==> config.mk <==
export PLATFORM = sky130hd
export DESIGN_NAME = prng_hist
export DESIGN_NICKNAME = d
export VERILOG_FILES = /design/src/rtl/prng_hist.sv
export SDC_FILE = /design/constraint.sdc
export NUM_CORES = 1
export LEC_CHECK = 0
export CAP_MARGIN = 20
export CORE_UTILIZATION = 66
export DETAILED_ROUTE_END_ITERATION = 16
export HOLD_SLACK_MARGIN = 0.15
export PLACE_DENSITY = 0.86
export SLEW_MARGIN = 20
export SYNTH_ARGS = -nofsm -noshare
export SYNTH_HDL_FRONTEND = slang
export SYNTH_SLANG_ARGS = --single-unit
==> constraint.sdc <==
create_clock -name clk -period 35.8 [get_ports clk]
set_input_delay 7.16 -clock clk [delete_from_list [all_inputs] [get_ports clk]]
set_output_delay 7.16 -clock clk [all_outputs]
set_load 0.05 [all_outputs]
==> src/rtl/prng_hist.sv <==
// rtl/prng_hist.sv - histogram checker binning the top Bbits of each prng word over Nsamp samples.
// Optional sum-of-squares readout statistic is built only when PRNG_HIST_CHI_EN is defined.
module prng_hist #(
  parameter int          Wout  = 32,
  parameter int          Bbits = 4,
  parameter int          Wcnt  = 24,
  parameter int unsigned Nsamp = 65536
) (
  input  logic                      clk,
  input  logic                      rst,
  input  logic [Wout-1:0]           din,
  input  logic                      start,
  output logic                      busy,
  output logic                      done,
  output logic                      sat,
  output logic                      hist_valid,
  input  logic                      hist_ready,
  output logic [Bbits-1:0]          hist_bin,
  output logic [Wcnt-1:0]           hist_count,
  output logic                      hist_last,
  output logic [2*Wcnt+Bbits-1:0]   hist_sumsq
);

  localparam int               NBINS    = 2**Bbits;
  localparam int               SW       = 2*Wcnt+Bbits;
  localparam logic [Bbits-1:0] LAST_BIN = '1;
  localparam logic [31:0]      SLAST    = 32'(Nsamp - 1);

  typedef enum logic [2:0] {IDLE, CLEAR, ACCUM, DRAIN, READOUT} state_t;

  state_t           state_q;
  logic             busy_q, done_q, sat_q, valid_q;
  logic [Bbits-1:0] idx_q;
  logic [31:0]      scnt_q;
  logic             s1_v_q;
  logic [Bbits-1:0] s1_bin_q;
  logic [Wcnt-1:0]  bins_q [NBINS];

  logic [Wcnt-1:0]  cur_d, bump_d;
  logic             at_max_d;

  // Low din bits never reach a bin index.
  logic unused_din;
  assign unused_din = ^din[Wout-Bbits-1:0];

  // Stage 2 reads the array in the same cycle it writes it back, so a repeat
  // hit on the next cycle already sees the committed increment.
  always_comb begin
    cur_d    = bins_q[s1_bin_q];
    at_max_d = (cur_d == '1);
    bump_d   = at_max_d ? cur_d : cur_d + 1'b1;
  end

  always_ff @(posedge clk or posedge rst) begin
    if (rst) begin
      state_q  <= IDLE;
      busy_q   <= 1'b0;
      done_q   <= 1'b0;
      sat_q    <= 1'b0;
      valid_q  <= 1'b0;
      idx_q    <= '0;
      scnt_q   <= '0;
      s1_v_q   <= 1'b0;
      s1_bin_q <= '0;
      for (int i = 0; i < NBINS; i++) bins_q[i] <= '0;
    end else begin
      done_q <= 1'b0;
      s1_v_q <= 1'b0;
      if (s1_v_q) begin
        bins_q[s1_bin_q] <= bump_d;
        if (at_max_d) sat_q <= 1'b1;
      end
      case (state_q)
        IDLE: begin
          if (start) begin
            state_q <= CLEAR;
            busy_q  <= 1'b1;
            sat_q   <= 1'b0;
            idx_q   <= '0;
          end
        end
        CLEAR: begin
          bins_q[idx_q] <= '0;
          idx_q         <= idx_q + 1'b1;
          if (idx_q == LAST_BIN) begin
            state_q <= ACCUM;
            scnt_q  <= '0;
          end
        end
        ACCUM: begin
          s1_v_q   <= 1'b1;
          s1_bin_q <= din[Wout-1 -: Bbits];
          scnt_q   <= scnt_q + 32'd1;
          if (scnt_q == SLAST) state_q <= DRAIN;
        end
        DRAIN: begin
          state_q <= READOUT;
          idx_q   <= '0;
          valid_q <= 1'b1;
        end
        READOUT: begin
          if (hist_ready) begin
            if (idx_q == LAST_BIN) begin
              state_q <= IDLE;
              valid_q <= 1'b0;
              busy_q  <= 1'b0;
              done_q  <= 1'b1;
              idx_q   <= '0;
            end else begin
              idx_q <= idx_q + 1'b1;
            end
          end
        end
        default: state_q <= IDLE;
      endcase
    end
  end

  assign busy       = busy_q;
  assign done       = done_q;
  assign sat        = sat_q;
  assign hist_valid = valid_q;
  assign hist_bin   = valid_q ? idx_q : '0;
  assign hist_count = valid_q ? bins_q[idx_q] : '0;
  assign hist_last  = valid_q && (idx_q == LAST_BIN);

`ifdef PRNG_HIST_CHI_EN
  logic [SW-1:0] sumsq_q;

  always_ff @(posedge clk or posedge rst) begin
    if (rst) begin
      sumsq_q <= '0;
    end else if (state_q == IDLE && start) begin
      sumsq_q <= '0;
    end else if (valid_q && hist_ready) begin
      sumsq_q <= sumsq_q + SW'(hist_count) * SW'(hist_count);
    end
  end

  assign hist_sumsq = sumsq_q;
`else
  assign hist_sumsq = '0;
`endif

endmodule

==> reports/results.tsv, run 1 <==
metric	value	unit
routabilityCongestion	0.923	
critPathMostFrequentCell	mux4_2	
cp_data_arrival_time	4.45	ns
vias_per_cell	7.98	
die_width	193	um
cts_tree	built	
critPathSlowestCell	buf_4	
critPathCaptureType	primary output	
max_freq	86.1	MHz
worst_slew_pin_slew	1.19	ns
p_comb_share	30.5	%
gr-total-overflow	0	
synth_top_family_by_area	multiplexers	
synthAdderAreaFrac	0.310	%
track_usage	42.1	%
cp_data_required_time	28.64	ns
final_nets	2162	
min_from	scnt_q[31]	
crit_chain	buf_4 > mux4_2 > mux4_2 > and2_1 > clkdlybuf4s50_1	
synthMuxAreaShare	20.7	%
min_period_over_period	32.4	%
dpl.hpwl	44.1	mm
synth_compound_area_share	17.0	%
fill_cells	2097	
yosysSeqAreaShare	44.7	%
yosys.area_share.simple	10.8	%
cp_max_fo	47	
rows	69	
htree_levels	2	
gr-usage-met3	15.8	%
clock-root-buffer	clkbuf_16	
cap_violations	0	
synth_cells	2192	
start_util	67.5	%
antenna_found_initial	1	
cp-startpoint	idx_q[0]	
ctsHoldBuffers	0	
grt_pass1_vias	21326	
final-hold-violation-count	0	
cpPeakStageDelay	0.90	ns
drive_gt1_share	19.8	%
dieArea	37400	um^2
synth_xor_area_share	0.817	%
ys.warnings.count	0	
grt_pass1_wl	120	mm
setup_slack	24.19	ns
crit_family	buffers and inverters	
grt_max_degree	144	
met1_usage	52.5	%
tns	0	ns
syn_area	24200	um^2
leakagePower	10.8	nW
outcome	finished with violations	
cp-start-kind	flop	
met2_usage	62.5	%
post-route-min-period	11.61	ns
clock_skew	0.0278	ns
vias	20887	
syn2layout_area_growth	8.55	%
fp.dieH	193	um
hold_class	flop to flop	
wl_per_cell	29.7	um
sw_frac_of_total	38.7	%
ctsLongestPathBuffers	3	
detail_route.iter0.violations	3798	
synth_edf_count	0	
final_cell_mix	dfrtp_1, nand2_1, o22ai_1	
drc	4	
p_clk_share	34.0	%
cts-resized-gates	0	
irDropWorstVdd	0.0684	mV
crit_buf_inv	2	
final_common_cell	dfrtp_1	
core_area	35800	um^2
criticalPathCategory	flop to primary output	
pre_cts_slack	24.84	ns
ys_seq_elements	432	
synth_ff_type	dfrtp_1	
port_buffers	40	
fin_util	73.3	%
avgSynthCellArea	11.0	um^2
cts_sinks	432	
cts_setup_buffers	0	
antenna_left	0	
drt_wl_total	77.7	mm
p_per_area	60.3	nW/um^2
insertion_delay	0.59	ns
cts_made_buffers	46	
slew_headroom	20.7	%
cts.clk_slew.worst_paths	0.06	ns
p_int	0.971	mW
rsz0062_at_grt	false	
ys_types	63	
pin_count	121	
drt_first_pass_iters	14	
p_seq_share	35.6	%
setup_viol	0	
async_flop_share	100	%
violations	design-rule violations	
diodes	0	
r2r_start	s1_bin_q[1]	
top_usage_layer	met2	
slew_violations	0	
p_switching	0.613	mW
[flip-flops by register name (all words and copies together) (netlist names)]
register	cells
bins_q	384
busy	1
done	1
hist_valid	1
idx_q	4
s1_bin_q	4
s1_v_q	1
sat	1
scnt_q	32
state_q	3
[Yosys cell counts, types with 3 or more instances]
master     instances  area [um^2]
nor2b_1            8         50.1
o211ai_1           7         52.6
buf_2             34          170
xnor2_2            4         65.1
o22ai_1          219         1370
or3_1              3         18.8
o21ai_0           51          255
nor4_1             6         37.5
nand3_1           69          345
a22o_1             7         61.3
a21oi_1          196          981
o31ai_1            5         37.5
o21ai_1           15         75.1
a211oi_1          91          683
xor2_1             3         26.3
o2111ai_1          3         26.3
inv_1              7         26.3
or4_1              3         22.5
nand2_1          258          968
xor2_2             6         97.6
nor3_1            12         60.1
ha_1               6         75.1
nand4b_1           3         26.3
buf_6             13          146
buf_4             63          473
nand2b_1          11         68.8
buf_1             15         56.3
clkbuf_1         135          507
nand4_1           13         81.3
and4_1             3         26.3
a31oi_1            4         25.0
a21oi_2           11         96.3
nor2_1           137          514
and3_1            11         68.8
and2_1            34          213
a22oi_1           38          285
dfrtp_1          432        10800
mux4_2           217         4890
mux2i_1           11          110
[path summary, 6_finish.rpt]
path                                  to  depth (start not counted)  slack [ns]
hold / removal                scnt_q[31]                          1        0.49
max in group asynchronous    bins_q[219]                          4       26.26
hold reg to reg               scnt_q[31]                          1        0.49
setup / recovery           hist_count[9]                          5       24.19
setup reg to reg             bins_q[305]                         10       30.23
min in group asynchronous     bins_q[67]                          2        7.17
[cell type report]
| cell class | count | area [um^2] | area share [%] |
|---|---|---|---|
| timing repair buffer | 90 | 792 | 3.02 |
| tap | 461 | 577 | 2.20 |
| inverter | 8 | 37.5 | 0.143 |
| multi-input combinational | 1542 | 12300 | 47.0 |
| sequential | 432 | 10800 | 41.2 |
| clock inverter | 16 | 270 | 1.03 |
| clock buffer | 68 | 1430 | 5.44 |
[per-stage QoR]
step / std cells / power (mW) / hold WS [ns] / instance area (um^2)
after global routing: 2617 / 1.61 / 0.515 / 26300
after CTS: 2616 / 1.54 / 0.486 / 26200
after floorplan: 2243 / 0.887 / 0.446 / 24400
final: 2617 / 1.58 / 0.487 / 26300
after global placement: 2532 / 1.00 / 0.467 / 24500
after detailed placement: 2532 / 1.02 / 0.476 / 24500
[routing by layer]
metal	vias up	share of wire, %
met5	-	0.14
met2	2100	45
li1	8117	-
met1	10124	32
met4	3	7.2
met3	543	16
[power groups by stage]
stage	logic (mW)	clock network (mW)	registers [mW]
after floorplan	0.359	0	0.528
after global placement	0.440	0	0.565
after detailed placement	0.449	0	0.567
after CTS	0.454	0.530	0.559
after global routing	0.492	0.552	0.565
final	0.482	0.538	0.563
[kinds of logic after synthesis]
group	Yosys count
multiplexers	228
XOR/XNOR	14
flip-flops	432
other	1
AO/OA/AOI/OAI	660
AND/OR/NAND/NOR	582
buffers and inverters	269
adder cells (fa/ha/maj)	6
(Power assumes the default switching activity.)
==> run 2, diff against run 1 <==
- CORE_UTILIZATION: 66 -> 61
- PLACE_DENSITY: 0.86 -> 0.81
- clock period: 35.8 -> 12 ns (I/O delays scaled with it)
==> run 2 against run 1 <==
Net effect:
- clock skew fell by 0.011 ns
- highest routed layer is now met4
- cell count grew 2.2%
- largest power group unchanged
- non-clock buffer count did not move
- critical path depth increased by 1
- the run now ends clean
- largest cell class unchanged
==> reports/results.tsv, run 2 (synthesized netlist as in run 1, its figures left out) <==
metric	value	unit	change
outcome	finished, final reports clean		
p_per_area	177	nW/um^2	+190%
final_common_cell	dfrtp_1		
htree_levels	2		unchanged
core_area	38900	um^2	+8.6%
grt_max_degree	194		+35%
post-route-min-period	7.46	ns	
worst_slew_pin_slew	1.18	ns	-0.0101 ns
regArea	10800	um^2	unchanged
p_switching	1.79	mW	+190%
fp.dieH	201	um	+4.0%
cts_made_buffers	46		unchanged
fin_cells	2674		+2.2%
cp_data_arrival_time	5.06	ns	+0.61 ns
vias_per_cell	7.48		-6.3%
cts-resized-gates	0		unchanged
p_seq_share	36.2	%	+0.6 points
dieArea	40500	um^2	+8.1%
syn2layout_area_growth	8.82	%	
slew_violations	0		unchanged
largest_reg_flops	384		unchanged
cts.clk_slew.worst_paths	0.06	ns	about the same
grt_pass1_vias	20221		-5.2%
p_clk_share	33.7	%	-0.3 points
multi_input_area	12300	um^2	about the same
drc	0		-4
pre_cts_slack	5.15	ns	-19.69 ns
setup_slack	4.54	ns	-19.65 ns
wl_per_cell	27.4	um	-7.7%
port_buffers	40		unchanged
insertion_delay	0.60	ns	about the same
rows	72		+4.3%
die_width	201	um	+4.0%
finalPower	4.65	mW	+190%
cp_data_required_time	9.60	ns	-19.04 ns
cp-start-kind	flop		
sw_frac_of_total	38.4	%	-0.28 points
slew_headroom	20.9	%	+0.24 points
detail_route.iter0.violations	2682		-29%
fill_cells	2651		+26%
pin_count	121		unchanged
p_comb_share	30.1	%	-0.4 points
diodes	0		unchanged
clock-root-buffer	clkbuf_16		
tns	0	ns	unchanged
ctsLongestPathBuffers	3		unchanged
track_usage	36.7	%	-5.4 points
hold_class	flop to flop		
grt_pass1_wl	114	mm	-5.2%
drt_first_pass_iters	6		-8
cts_setup_buffers	0		unchanged
p_int	2.86	mW	+190%
setup_viol	0		unchanged
routabilityCongestion	0.931		+0.93%
clock_skew	0.0167	ns	-0.0111 ns
placedCellCount	2588		+2.2%
top_register	bins_q		
max_freq	134	MHz	
antenna_left	0		unchanged
drt_wl_total	73.3	mm	-5.7%
critPathCaptureType	primary output		
start_util	62.2	%	-5.4 points
ctsHoldBuffers	0		unchanged
min_period_over_period	62.2	%	
irDropWorstVdd	0.224	mV	+230%
criticalPathCategory	flop to primary output		
rsz0062_at_grt	false		
antenna_found_initial	0		-1
cap_violations	0		unchanged
cp_max_fo	41		-13%
leakagePower	10.8	nW	-0.16%
final-hold-violation-count	0		unchanged
vias	20002		-4.2%
gr-total-overflow	0		unchanged
drive_gt1_share	19.8	%	unchanged
dpl.hpwl	43.4	mm	-1.5%
final_cell_mix	dfrtp_1, nand2_1, o22ai_1		
cts_tree	built		
final_nets	2162		unchanged
cts_sinks	432		unchanged
reg_top3	bins_q (384), scnt_q (32)		
[run 2: routing by layer]
metal  GRT usage (%)  wire, um
met4            20.5      4600
met3            10.5      9610
met1            47.3     25100
met2            56.4     34000
met5               0         0
[run 2: final timing paths]
check,from,end,slack [ns],depth (start not counted)
worst max-delay path,idx_q[0],hist_count[7],4.54,6
worst min-delay path,scnt_q[31],scnt_q[31],0.49,1
worst max register to register,s1_bin_q[1],bins_q[23],6.79,8
worst min register to register,scnt_q[31],scnt_q[31],0.49,1
max in group asynchronous,rst,bins_q[292],7.80,5
min in group asynchronous,rst,bins_q[43],2.28,3
[run 2: critical path, cell delays in order (launching register included)]
cell,delay [ns]
dfrtp_4,0.95
buf_4,0.68
buf_4,0.70
mux4_2,0.60
mux4_2,0.55
and2_1,0.18
clkdlybuf4s50_1,0.75
[run 2: through the flow]
stage | instance area (um^2) | hold slack, ns | util, %
after floorplan | 24400 | 0.446 | -
after global placement | 24600 | 0.465 | 63.2
after detailed placement | 24600 | 0.474 | 63.2
after CTS | 26200 | 0.487 | 67.4
after global routing | 26300 | 0.521 | 67.7
final | 26300 | 0.487 | 67.7
[run 2: cell type report]
type | count | share of cell area (%)
Clock buffer | 64 | 5.17
Timing Repair Buffer | 90 | 3.15
Inverter | 8 | 0.128
Clock inverter | 20 | 1.14
Sequential cell | 432 | 41.1
Multi-Input combinational cell | 1542 | 46.8
Tap cell | 518 | 2.46
[run 2: power by group through the flow]
| stage | combinational [mW] | clock [mW] | sequential (mW) |
|---|---|---|---|
| after floorplan | 1.07 | 0 | 1.58 |
| after global placement | 1.30 | 0 | 1.70 |
| after detailed placement | 1.33 | 0 | 1.70 |
| after CTS | 1.33 | 1.56 | 1.68 |
| after global routing | 1.43 | 1.62 | 1.69 |
| final | 1.40 | 1.57 | 1.68 |
